<file path="config.mk">
export PLATFORM = sky130hd
export DESIGN_NAME = icache_line_fetch_flat
export DESIGN_NICKNAME = d
export VERILOG_FILES = /design/src/rtl/icache_pkg.sv /design/src/rtl/icache_line_fetch_if.sv /design/src/rtl/icache_tag_store.sv /design/src/rtl/icache_line_fetch.sv /design/src/flat_wrapper.sv
export SDC_FILE = /design/constraint.sdc
export NUM_CORES = 2
export LEC_CHECK = 0
export BUFFER_PORTS_ARGS = -buffer_cell sky130_fd_sc_hd__buf_4
export CORE_ASPECT_RATIO = 1.25
export CORE_UTILIZATION = 45
export CTS_CLUSTER_DIAMETER = 100
export DETAILED_ROUTE_END_ITERATION = 10
export PLACE_DENSITY = 0.66
export SLEW_MARGIN = 20
export SYNTH_ARGS = -nofsm -noshare
export SYNTH_HDL_FRONTEND = slang
export SYNTH_SLANG_ARGS = --single-unit
</file>
<file path="constraint.sdc">
create_clock -name clk -period 37.3 [get_ports clk]
set_input_delay 9.325 -clock clk [delete_from_list [all_inputs] [get_ports clk]]
set_output_delay 9.325 -clock clk [all_outputs]
set_load 0.02 [all_outputs]
</file>
<file path="src/rtl/icache_pkg.sv">
// -----------------------------------------------------------------------------
// icache_pkg
// Shared definitions for the instruction-cache line-fetch block.
//   LINE_BITS    : width of one cache line and of the RAM line-read port
//   OFFSET_BITS  : byte-offset bits within a line
//   state_e      : controller FSM states
//   extract_word : picks a 32-bit little-endian instruction out of a line
// -----------------------------------------------------------------------------
package icache_pkg;

    localparam int LINE_BITS   = 128;
    localparam int OFFSET_BITS = 4;

    typedef enum logic [1:0] {
        IDLE      = 2'd0,
        MISS_WAIT = 2'd1,
        RESPOND   = 2'd2
    } state_e;

    // Byte k of a line lives at line[127-8k -: 8]; word w covers bytes
    // 4w..4w+3, which is the 32-bit chunk line[127-32w -: 32] holding them
    // in ascending order. Instructions are little-endian, so the chunk is
    // byte-reversed on the way out.
    function automatic logic [31:0] extract_word(input logic [LINE_BITS-1:0] line,
                                                 input logic [1:0]           offset);
        logic [31:0] chunk;
        case (offset)
            2'd0:    chunk = line[127:96];
            2'd1:    chunk = line[95:64];
            2'd2:    chunk = line[63:32];
            default: chunk = line[31:0];
        endcase
        return {chunk[7:0], chunk[15:8], chunk[23:16], chunk[31:24]};
    endfunction

endpackage

</file>
<file path="src/rtl/icache_line_fetch_if.sv">
// -----------------------------------------------------------------------------
// icache_line_fetch_if
// Bundles the fetch-side request/response handshake, the flush strobe and
// the RAM line-read port of the instruction cache.
//   req_valid/req_addr/req_ready : fetch request handshake
//   resp_valid/resp_inst         : one-cycle response pulse + instruction
//   flush                        : invalidate all lines, abort miss
//   mem_addr/mem_rd_en/mem_line  : RAM line-read port (cache is initiator)
// Modports:
//   slave  : the cache itself (serves fetches, drives the RAM read)
//   master : the surrounding environment (fetch stage and RAM)
// -----------------------------------------------------------------------------
interface icache_line_fetch_if
    import icache_pkg::*;
#(
    parameter int ADDR_WIDTH = 17
);
    logic                  req_valid;
    logic [ADDR_WIDTH-1:0] req_addr;
    logic                  req_ready;
    logic                  resp_valid;
    logic [31:0]           resp_inst;
    logic                  flush;
    logic [ADDR_WIDTH-1:0] mem_addr;
    logic                  mem_rd_en;
    logic [LINE_BITS-1:0]  mem_line;

    modport slave (
        input  req_valid, req_addr, flush, mem_line,
        output req_ready, resp_valid, resp_inst, mem_addr, mem_rd_en
    );

    modport master (
        output req_valid, req_addr, flush, mem_line,
        input  req_ready, resp_valid, resp_inst, mem_addr, mem_rd_en
    );

endinterface

</file>
<file path="src/rtl/icache_tag_store.sv">
// -----------------------------------------------------------------------------
// icache_tag_store
// Valid/tag/data arrays of the direct-mapped cache.
//   clk, rst   : clock, asynchronous active-high reset (valid bits only)
//   clear      : synchronous invalidate of every line (flush)
//   wr_en      : write wr_tag/wr_line into entry wr_index and mark it valid
//   rd_index   : combinational read port -> rd_valid, rd_tag, rd_line
// Tag and data arrays carry no reset; only the valid bits are initialised.
// -----------------------------------------------------------------------------
module icache_tag_store #(
    parameter int INDEX_BITS = 4,
    parameter int TAG_BITS   = 9,
    parameter int LINE_W     = 128
) (
    input  logic                  clk,
    input  logic                  rst,
    input  logic                  clear,
    input  logic                  wr_en,
    input  logic [INDEX_BITS-1:0] wr_index,
    input  logic [TAG_BITS-1:0]   wr_tag,
    input  logic [LINE_W-1:0]     wr_line,
    input  logic [INDEX_BITS-1:0] rd_index,
    output logic                  rd_valid,
    output logic [TAG_BITS-1:0]   rd_tag,
    output logic [LINE_W-1:0]     rd_line
);
    localparam int NLINES = 1 << INDEX_BITS;

    logic [NLINES-1:0] valid_q;
    logic [NLINES-1:0] valid_d;
    logic [TAG_BITS-1:0] tag_mem  [NLINES];
    logic [LINE_W-1:0]   data_mem [NLINES];

    // Invalidate wins over a concurrent fill.
    always_comb begin
        valid_d = valid_q;
        if (clear) begin
            valid_d = '0;
        end else if (wr_en) begin
            valid_d[wr_index] = 1'b1;
        end
    end

    always_ff @(posedge clk or posedge rst) begin
        if (rst) begin
            valid_q <= '0;
        end else begin
            valid_q <= valid_d;
        end
    end

    always_ff @(posedge clk) begin
        if (wr_en) begin
            tag_mem[wr_index]  <= wr_tag;
            data_mem[wr_index] <= wr_line;
        end
    end

    assign rd_valid = valid_q[rd_index];
    assign rd_tag   = tag_mem[rd_index];
    assign rd_line  = data_mem[rd_index];

endmodule

</file>
<file path="src/rtl/icache_line_fetch.sv">
// -----------------------------------------------------------------------------
// icache_line_fetch
// Direct-mapped, read-only instruction cache between the fetch stage and the
// 128-bit line-read port of the unified RAM. Hits answer one cycle after the
// request; misses read a 16-byte line, wait MEM_LATENCY cycles, fill the
// line and answer MEM_LATENCY+2 cycles after the request.
// Ports:
//   clk      : clock, rising edge
//   rst      : asynchronous, active-high reset
//   bus      : icache_line_fetch_if.slave (request/response, flush, RAM port)
//   hit_cnt  : accepted-hit counter   (only with ICACHE_PERF_CNT_EN)
//   miss_cnt : accepted-miss counter  (only with ICACHE_PERF_CNT_EN)
// Build option: define ICACHE_PERF_CNT_EN to add the performance counters.
// -----------------------------------------------------------------------------
module icache_line_fetch
    import icache_pkg::*;
#(
    parameter int ADDR_WIDTH  = 17,
    parameter int LINE_BYTES  = 16,
    parameter int INDEX_BITS  = 4,
    parameter int MEM_LATENCY = 1
) (
    input  logic               clk,
    input  logic               rst,
    icache_line_fetch_if.slave bus
`ifdef ICACHE_PERF_CNT_EN
    ,
    output logic [31:0]        hit_cnt,
    output logic [31:0]        miss_cnt
`endif
);
    localparam int TAG_BITS = ADDR_WIDTH - OFFSET_BITS - INDEX_BITS;
    localparam int LINE_W   = LINE_BYTES * 8;
    localparam int CNT_W    = 4;

    // Registered state
    state_e                state_q, state_d;
    logic [ADDR_WIDTH-1:0] addr_q, addr_d;
    logic [CNT_W-1:0]      cnt_q, cnt_d;
    logic                  resp_valid_q, resp_valid_d;
    logic [31:0]           resp_inst_q, resp_inst_d;
    logic                  mem_rd_en_q, mem_rd_en_d;
    logic [ADDR_WIDTH-1:0] mem_addr_q, mem_addr_d;

    // Address fields of the incoming request and of the latched miss address
    logic [1:0]            req_off, lat_off;
    logic [INDEX_BITS-1:0] req_idx, lat_idx;
    logic [TAG_BITS-1:0]   req_tag, lat_tag;

    logic [INDEX_BITS-1:0] rd_index;
    logic                  rd_valid;
    logic [TAG_BITS-1:0]   rd_tag;
    logic [LINE_W-1:0]     rd_line;

    logic hit;
    logic accept;
    logic acc_hit;
    logic acc_miss;
    logic fill_en;

    // Byte-select bits of the request are not used by a word fetch.
    logic unused_byte_bits;
    assign unused_byte_bits = ^{bus.req_addr[1:0], addr_q[1:0]};

    assign req_off = bus.req_addr[OFFSET_BITS-1:2];
    assign req_idx = bus.req_addr[OFFSET_BITS+INDEX_BITS-1:OFFSET_BITS];
    assign req_tag = bus.req_addr[ADDR_WIDTH-1:OFFSET_BITS+INDEX_BITS];
    assign lat_off = addr_q[OFFSET_BITS-1:2];
    assign lat_idx = addr_q[OFFSET_BITS+INDEX_BITS-1:OFFSET_BITS];
    assign lat_tag = addr_q[ADDR_WIDTH-1:OFFSET_BITS+INDEX_BITS];

    // In IDLE the store is probed with the new request; otherwise it serves
    // the miss in flight (fill target and, in RESPOND, the freshly written line).
    assign rd_index = (state_q == IDLE) ? req_idx : lat_idx;

    assign hit      = rd_valid && (rd_tag == req_tag);
    assign accept   = (state_q == IDLE) && bus.req_valid && !bus.flush;
    assign acc_hit  = accept && hit;
    assign acc_miss = accept && !hit;

    icache_tag_store #(
        .INDEX_BITS (INDEX_BITS),
        .TAG_BITS   (TAG_BITS),
        .LINE_W     (LINE_W)
    ) u_tag_store (
        .clk      (clk),
        .rst      (rst),
        .clear    (bus.flush),
        .wr_en    (fill_en),
        .wr_index (lat_idx),
        .wr_tag   (lat_tag),
        .wr_line  (bus.mem_line),
        .rd_index (rd_index),
        .rd_valid (rd_valid),
        .rd_tag   (rd_tag),
        .rd_line  (rd_line)
    );

    // State register
    always_ff @(posedge clk or posedge rst) begin
        if (rst) begin
            state_q      <= IDLE;
            addr_q       <= '0;
            cnt_q        <= '0;
            resp_valid_q <= 1'b0;
            resp_inst_q  <= '0;
            mem_rd_en_q  <= 1'b0;
            mem_addr_q   <= '0;
        end else begin
            state_q      <= state_d;
            addr_q       <= addr_d;
            cnt_q        <= cnt_d;
            resp_valid_q <= resp_valid_d;
            resp_inst_q  <= resp_inst_d;
            mem_rd_en_q  <= mem_rd_en_d;
            mem_addr_q   <= mem_addr_d;
        end
    end

    // Next-state logic; flush returns MISS_WAIT to IDLE without a fill.
    always_comb begin
        state_d = state_q;
        case (state_q)
            IDLE: begin
                if (acc_miss) begin
                    state_d = MISS_WAIT;
                end
            end
            MISS_WAIT: begin
                if (bus.flush) begin
                    state_d = IDLE;
                end else if (cnt_q == '0) begin
                    state_d = RESPOND;
                end
            end
            RESPOND: state_d = IDLE;
            default: state_d = IDLE;
        endcase
    end

    // Output / datapath logic
    always_comb begin
        addr_d       = addr_q;
        cnt_d        = cnt_q;
        resp_valid_d = 1'b0;
        resp_inst_d  = resp_inst_q;
        mem_rd_en_d  = mem_rd_en_q;
        mem_addr_d   = mem_addr_q;
        fill_en      = 1'b0;
        case (state_q)
            IDLE: begin
                if (acc_hit) begin
                    resp_valid_d = 1'b1;
                    resp_inst_d  = extract_word(rd_line, req_off);
                end
                if (acc_miss) begin
                    addr_d      = bus.req_addr;
                    mem_addr_d  = {bus.req_addr[ADDR_WIDTH-1:OFFSET_BITS], {OFFSET_BITS{1'b0}}};
                    mem_rd_en_d = 1'b1;
                    cnt_d       = CNT_W'(MEM_LATENCY - 1);
                end
            end
            MISS_WAIT: begin
                if (bus.flush) begin
                    mem_rd_en_d = 1'b0;
                end else if (cnt_q == '0) begin
                    // mem_line is valid exactly MEM_LATENCY cycles after mem_addr.
                    fill_en     = 1'b1;
                    mem_rd_en_d = 1'b0;
                end else begin
                    cnt_d = cnt_q - 1'b1;
                end
            end
            RESPOND: begin
                if (!bus.flush) begin
                    resp_valid_d = 1'b1;
                    resp_inst_d  = extract_word(rd_line, lat_off);
                end
            end
            default: begin
                mem_rd_en_d = 1'b0;
            end
        endcase
    end

    assign bus.req_ready  = (state_q == IDLE);
    assign bus.resp_valid = resp_valid_q;
    assign bus.resp_inst  = resp_inst_q;
    assign bus.mem_rd_en  = mem_rd_en_q;
    assign bus.mem_addr   = mem_addr_q;

`ifdef ICACHE_PERF_CNT_EN
    // Counted at acceptance; flush is not a reset for these.
    logic [31:0] hit_cnt_q, hit_cnt_d;
    logic [31:0] miss_cnt_q, miss_cnt_d;

    always_comb begin
        hit_cnt_d  = hit_cnt_q  + {31'd0, acc_hit};
        miss_cnt_d = miss_cnt_q + {31'd0, acc_miss};
    end

    always_ff @(posedge clk or posedge rst) begin
        if (rst) begin
            hit_cnt_q  <= '0;
            miss_cnt_q <= '0;
        end else begin
            hit_cnt_q  <= hit_cnt_d;
            miss_cnt_q <= miss_cnt_d;
        end
    end

    assign hit_cnt  = hit_cnt_q;
    assign miss_cnt = miss_cnt_q;
`endif

endmodule

</file>
<file path="src/flat_wrapper.sv">
// flat-port wrapper written by rule: the top's interface ports become plain ports
module icache_line_fetch_flat import icache_pkg::*;
#(
    parameter int ADDR_WIDTH  = 17,
    parameter int LINE_BYTES  = 16,
    parameter int INDEX_BITS  = 4,
    parameter int MEM_LATENCY = 1
)
  (clk, rst, bus_req_valid, bus_req_addr, bus_flush, bus_mem_line, bus_req_ready, bus_resp_valid, bus_resp_inst, bus_mem_addr, bus_mem_rd_en);
  icache_line_fetch_if #(.ADDR_WIDTH(ADDR_WIDTH)) bus_i ();
  input  logic clk;
  input  logic rst;
  input wire logic [$bits(bus_i.req_valid)-1:0] bus_req_valid;
  input wire logic [$bits(bus_i.req_addr)-1:0] bus_req_addr;
  input wire logic [$bits(bus_i.flush)-1:0] bus_flush;
  input wire logic [$bits(bus_i.mem_line)-1:0] bus_mem_line;
  output wire logic [$bits(bus_i.req_ready)-1:0] bus_req_ready;
  output wire logic [$bits(bus_i.resp_valid)-1:0] bus_resp_valid;
  output wire logic [$bits(bus_i.resp_inst)-1:0] bus_resp_inst;
  output wire logic [$bits(bus_i.mem_addr)-1:0] bus_mem_addr;
  output wire logic [$bits(bus_i.mem_rd_en)-1:0] bus_mem_rd_en;
  assign bus_i.req_valid = bus_req_valid;
  assign bus_i.req_addr = bus_req_addr;
  assign bus_i.flush = bus_flush;
  assign bus_i.mem_line = bus_mem_line;
  assign bus_req_ready = bus_i.req_ready;
  assign bus_resp_valid = bus_i.resp_valid;
  assign bus_resp_inst = bus_i.resp_inst;
  assign bus_mem_addr = bus_i.mem_addr;
  assign bus_mem_rd_en = bus_i.mem_rd_en;
  icache_line_fetch #(.ADDR_WIDTH(ADDR_WIDTH), .LINE_BYTES(LINE_BYTES), .INDEX_BITS(INDEX_BITS), .MEM_LATENCY(MEM_LATENCY)) u_core (.clk(clk), .rst(rst), .bus(bus_i));
endmodule
</file>
======== Word-level counts from Yosys, hierarchy flattened ========
Memory sizes are Yosys's and may differ from the RTL's.
Cells that the tools add are included.
storage, ports and cells
  bits in registers ....................... 86
  bits in writable memories ............... 2192
  memories ................................ 2
cells by class
  add/subtract/negate cells ............... 1
  magnitude comparators ................... 3
  eq/ne operators ......................... 13
  mux-type cells .......................... 32
  bitwise logic cells ..................... 2
  reductions and logical operators ........ 20
memory list
  memory                       words  width  read ports  clocked after Yosys merged registers in  wr ports  RTL line                source
  u_core.u_tag_store.data_mem  16     128    1           0                                        1         icache_tag_store.sv:32  logic [LINE_W-1:0] data_mem [NLINES];
  u_core.u_tag_store.tag_mem   16     9      1           0                                        1         icache_tag_store.sv:31  logic [TAG_BITS-1:0] tag_mem [NLINES];
operators with widths
  kind                                                                                 count
  32-bit case mux with 3 select lines                                                  2
  32-bit two-way mux                                                                   2
  32-bit case mux with 2 select lines                                                  1
  16-bit two-way mux                                                                   2
  4-bit two-way mux                                                                    4
  16-bit OR                                                                            1
  1-bit two-way mux                                                                    12
  4-bit by 5-bit < comparator with 1-bit output, second input constant                 2
  9-bit == test                                                                        1
  4-bit case mux with 2 select lines                                                   1
  2-bit by 1-bit == test with 1-bit output, second input constant                      3
  2-bit == test, second input constant                                                 3
  1-bit logical AND                                                                    6
  2-bit zero test                                                                      3
  2-bit two-way mux                                                                    3
  2-bit != test, second input constant                                                 3
  3-bit AND reduction                                                                  2
  2-bit nonzero test                                                                   3
  1-bit binary-select mux with 4-bit select                                            1
  1-bit demux with 4-bit select                                                        1
  4-bit by 1-bit greater-or-equal comparator with 1-bit output, second input constant  1
  4-bit zero test                                                                      1
  2-bit by 1-bit != test with 1-bit output, second input constant                      2
  2-bit case mux with 2 select lines                                                   1
  other kinds (8)                                                                      10

======== Logic depth before layout (Yosys ltp) ========
  word-level depth ........................ 9
  depth in mapped cells ................... 17
  gate-level depth less buffers ........... 10

======== By module ========
A second synthesis with hierarchy kept.
second synthesis, totals
  cells, all modules ...................... 3925
  area total of the unflattened synthesis .. 87171.1 µm²
modules (own cells, without submodules)
  module             times used  cells each  area each (µm²)  sequential area each (µm²)
  icache_tag_store   1           3571        83312.4          66223.5
  icache_line_fetch  1           354         3858.7           1376.3

======== Least setup slack after synthesis ========
OpenSTA, ideal clock, no wires.
  kind .................................... input -> register
  from .................................... in bus_flush
  to ...................................... mem u_core.u_tag_store.data_mem[0][0], enable pin
  setup time .............................. 0.803 ns
  arrival time ............................ 19.524 ns
  path slack .............................. 16.973 ns
  stages .................................. 5
  cell sequence ........................... nor2_1 > and3_1 > clkbuf_1 > or3b_2 > nor3_1
between the ends
  word-level cells in the longest chain between the ends .. 4
ends and longest elaborated chain
  item                                     RTL line                  source
  from (decl)                              flat_wrapper.sv:15        input wire logic [$bits(bus_i.flush)-1:0] bus_flush;
  1-bit two-way mux                        icache_line_fetch.sv:164  if (bus.flush) begin
  1-bit two-way mux                        icache_line_fetch.sv:150  case (state_q)
  1-bit two-way mux                        icache_tag_store.sv:53    if (wr_en) begin
  1-bit two-way mux (implied by the code)  icache_tag_store.sv:55    data_mem[wr_index] <= wr_line;
  to (decl)                                icache_tag_store.sv:32
Every way passes these cells.

======== Worst setup path after layout ========
  from .................................... in bus_req_addr[4]
  to ...................................... reg u_core.resp_inst_q[30] (netlist: u_core.bus.resp_inst[30])
between the ends
  word-level cells in the longest chain between the ends .. 7
ends and longest elaborated chain
  item                                                                                   RTL line                                         source
  from (decl)                                                                            flat_wrapper.sv:14                               input wire logic [$bits(bus_i.req_addr)-1:0] bus_req_addr;
  4-bit two-way mux *                                                                    icache_line_fetch.sv:74                          assign rd_index = (state_q == IDLE) ? req_idx : lat_idx;
  memory 16 x 9 bit / 1-bit binary-select mux with 4-bit select (equally long branches)  -
  9-bit == test / 1-bit two-way mux (equally long branches)                              icache_line_fetch.sv:76, icache_tag_store.sv:59
  1-bit logical AND                                                                      icache_line_fetch.sv:76                          assign hit = rd_valid && (rd_tag == req_tag);
  1-bit logical AND                                                                      icache_line_fetch.sv:78                          assign acc_hit = accept && hit;
  2-bit by 1-bit != test with 1-bit output (no line)                                     -
  3-bit AND reduction (no line)                                                          -
  to (signal assigned)                                                                   icache_line_fetch.sv:114                         resp_inst_q <= resp_inst_d;
  to (decl)                                                                              icache_line_fetch.sv:41                          logic [31:0] resp_inst_q, resp_inst_d;
Mark *: on every way between the ends. The rest lies on a longest branch, timed or not. The select of a mux whose other input is x is not followed.
A chain may end at the register's enable or synchronous reset.

==> summary.txt <==
Run status
  – Status: completed

GRT
  – GR Util met2: about 40%
  – GRT Max-Usage Layer: met2
  – Vias in the first global route: around 53000
  – GR Overflow Total: 0
  – First-pass GRT wire length: between 300000 and 400000 microns
  – Largest net degree at the start of global routing: 162
  – Tot GR Track Use: between 20% and 30%
  – Met3 usage in global routing: 5.78%
  – GR met1 Demand/Resource: about 33%
  – Initial antenna violation count: 41

Worst setup path
  – Crit-path slowest cell: buf_4
  – CP required: around 38 ns
  – Startpoint types: primary input
  – Worst flop-to-flop path endpoint: u_core.bus.resp_inst[30]
  – Data arrival time of the worst path: ~15 ns
  – R2r setup slk: around 31 ns
  – Critical Path Sink: u_core.bus.resp_inst[30]
  – CP Capture Type: flop
  – Worst Path Buf+Inv: 3
  – Reg2reg start: u_core.addr_q[4]
  – CP Max Fanout: 99
  – Crit-path max cell delay: around 0.96 ns
  – Crit Path Class: in2reg
  – Worst Setup SP: bus_req_addr[4]
  – Top cell family by delay on the critical path: compound AO/OA/AOI/OAI gates
  – Crit-path cells: buf_4, or3b_4, nand2_8, buf_4, buf_4, a211oi_1, o41ai_1, a21boi_0, a221oi_1, o21bai_1, mux2_2
  – Reg2Reg Depth: 10
  – Most frequent CP cell: buf_4
  – CP Depth: 11

STA
  – Final period util: ~38%
  – Max-slew violation count: 0
  – Setup TNS: 0 ns
  – Maximum clock rate: ~71 MHz
  – Period minus WS final: 14.02 ns
  – Clock Skew: approximately 0.034 ns
  – Fin. Hold Viols: 0
  – Slew Limit Headroom: roughly a tenth
  – Final setup viols: 0
  – Worst Tran Pin Value: 1.36 ns
  – Unrepaired setup endpoints after global routing: false

Layout
  – Fin cells: between 8000 and 9000
  – Multi-input combinational cell area: about 21000 sq um
  – Area Overhead vs Synth: 11.7%
  – Seq. cell area: between 60000 and 70000 sq um
  – Fin nets: about 6100
  – FILL cells: roughly 16000
  – Fraction of layout cells with a size suffix above 1: 14.1%
  – Design area: 101000 sq um

Logic synthesis
  – Number of enable flip-flop cells after synthesis: ~2200
  – Unique cell type count in the Yosys netlist: 90
  – Most used DFF post-synth: edfxtp_1
  – Avg Cell Area, Syn: 15.5 sq um
  – Area leader, netlist: edfxtp_1
  – Top-area cell type share of the netlist area: 72.7%
  – Seq cells post-synth: around 2300
  – Warnings from Yosys: 0
  – Synthesized cell area: slightly above 90000 sq um
  – Post-Synthesis Cells: about 6000
  – Synth async-reset ratio: ~3.1%
  – Area contributors post-synth: edfxtp_1, nand2_1, mux4_2, a211oi_1, nand3_1
  – Register area share after synthesis: about three quarters

Clocking
  – Clock latency on the worst-skew pair: 0.87 ns
  – Clk slew on worst S/H paths: 0.06 ns
  – Max clock buf depth: 3
  – Postcts setup bufs: 0
  – TritonCTS Sinks: around 2300
  – CTS tree: built
  – Clock Tree Root: clkbuf_16
  – Num CTS Buffers: between 200 and 250
  – H-tree Lvls: 4
  – Cts hold-fix bufs: 0
  – Post-cts repair resize count: 0

Place
  – RD Place Congestion: slightly below 0.9
  – Placed Area: around 95000 sq um
  – Port Buf Inserts: just under 200
  – HPWL after DPL: about 130000 microns
  – Dpl cells: 8405

Power
  – Design Power: ~7200 uW
  – PD cells: about 71 nW/um^2
  – VDD IR-drop max: ~63 uV
  – Leak pwr: 0.0337 uW

Drt
  – Via Count: 55000
  – Post-route ant nets: 0
  – Drt wl/cell: between 20 and 30 microns
  – First-pass DRT Iterations: 8
  – 1st-iter DRT viols: 7176
  – DR vias/cell: about 6.2
  – DRC errors left: 0
  – Total wire length: 261000 microns

Floorplanning
  – Ports: 201
  – Die Height: roughly 500 microns
  – Area of the die: between 200000 and 250000 sq um
  – Initial Util: between 40% and 50%
  – Chip Width: ~400 microns
  – Core Area: 199000 sq um
  – Row count: 183

Flow run
  – Max Cap Violations: 0

Hold path
  – HP Class: reg2reg
worst min-delay path by stage:
stage	from	to	slack, ns	cells past startpoint
after floorplan	u_core.u_tag_store.valid_q[12]	u_core.u_tag_store.valid_q[12]	0.46	2
after global placement	u_core.u_tag_store.valid_q[12]	u_core.u_tag_store.valid_q[12]	0.47	2
after detailed placement	u_core.u_tag_store.valid_q[11]	u_core.u_tag_store.valid_q[11]	0.49	2
after CTS	u_core.u_tag_store.valid_q[11]	u_core.u_tag_store.valid_q[11]	0.50	2
after global routing	u_core.u_tag_store.valid_q[2]	u_core.u_tag_store.valid_q[2]	0.52	1
final	u_core.u_tag_store.valid_q[8]	u_core.u_tag_store.valid_q[8]	0.50	2
worst register-to-register path, stage by stage (launching register included):
cell      delay [ns]
dfrtp_1         0.89
o21ai_4         0.22
nand2_8         0.62
buf_4           0.85
buf_4           0.99
a211oi_1        0.23
o41ai_1         0.50
a21boi_0        0.69
a221oi_1        0.17
o21bai_1        0.61
mux2_2          0.28
Yosys cell counts (12+ instances only):
| library cell | count |
|---|---|
| a221oi_1 | 26 |
| o221ai_1 | 15 |
| nor2_1 | 69 |
| mux2i_1 | 172 |
| clkbuf_1 | 198 |
| edfxtp_1 | 2192 |
| mux4_2 | 108 |
| buf_4 | 64 |
| mux2_2 | 52 |
| dfrtp_1 | 71 |
| a31oi_1 | 67 |
| buf_6 | 19 |
| mux2_4 | 23 |
| and3_1 | 296 |
| o21ai_0 | 119 |
| a2111oi_0 | 13 |
| a22oi_1 | 33 |
| buf_1 | 36 |
| nor4_1 | 41 |
| a41o_1 | 14 |
| a211oi_1 | 290 |
| a22o_1 | 30 |
| a21oi_1 | 33 |
| a311oi_1 | 40 |
| nor3_1 | 19 |
| a32oi_1 | 60 |
| o22ai_1 | 38 |
| inv_1 | 12 |
| nand3_1 | 393 |
| nand4_1 | 61 |
| nand2_1 | 908 |
| buf_2 | 126 |
power by group:
group          internal (uW)  total [uW]  switching [uW]
registers               2860        2930            63.2
clock network           1110        2050             939
logic                    711        2250            1540
total                   4680        7230            2540
kinds of logic after synthesis:
family,count (synthesis),synth area share (%)
adder cells (fa/ha/maj),2,0.0276
other,1,0.00414
buffers and inverters,456,2.49
AO/OA/AOI/OAI,907,7.43
AND/OR/NAND/NOR,1847,9.65
flip-flops,2263,74.6
XOR/XNOR,8,0.0774
multiplexers,362,5.70
stage by stage:
step	hold WS (ns)	setup WS (ns)	utilization, %
final	0.501	23.28	50.7
after global routing	0.522	23.05	50.7
after CTS	0.502	23.28	50.7
after detailed placement	0.489	22.38	47.4
after global placement	0.475	22.40	47.4
after floorplan	0.458	16.97	-
area by class of cell:
class                           count  area share, %
Tap cell                         2682           3.32
Timing Repair Buffer              318           2.55
Clock buffer                      272           5.51
Antenna cell                       14         0.0346
Inverter                           13         0.0507
Clock inverter                    115          0.937
Sequential cell                  2263           66.8
Multi-Input combinational cell   3130           20.8
per-layer routing:
| metal | vias up | wire length [microns] |
|---|---|---|
| li1 | 23200 | - |
| met2 | 2944 | 122000 |
| met1 | 28200 | 101000 |
| met4 | 44 | 11800 |
| met5 | - | 306 |
| met3 | 620 | 25800 |
cells in the final DEF (no fill, tap or decap), types with 15 or more instances in the layout:
master     netlist  final
o221ai_1        15     15
mux4_2         108    108
o21ai_0        119    118
dfrtp_1         71     69
nand2_1        908    908
clkinv_1         1     51
clkbuf_1       198     54
a31oi_1         67     67
mux2i_1        172    171
nor4_1          41     41
clkinv_2         0     40
mux2_2          52     52
buf_12           0     15
o22ai_1         38     38
buf_4           64    302
a221oi_1        26     26
nor2_1          69     56
nor2_4           0     16
a21oi_1         33     33
a311oi_1        40     40
a22oi_1         33     32
nand4_1         61     61
a22o_1          30     30
edfxtp_1      2192   2192
clkbuf_16        0    211
a32oi_1         60     60
nor3_1          19     15
mux2_4          23     23
and3_1         296    296
nand3_1        393    393
a211oi_1       290    289
registers in the layout, summed over array words and instances, names as in the netlist:
name                         cells
u_core.u_tag_store.data_mem   2048
u_core.bus.resp_valid            1
u_core.u_tag_store.valid_q      16
u_core.u_tag_store.tag_mem     144
u_core.addr_q                   15
u_core.bus.resp_inst            32
u_core.bus.mem_rd_en             1
u_core.cnt_q                     4
u_core.state_q                   2
Note: power is estimated with default switching activity, not from simulation.
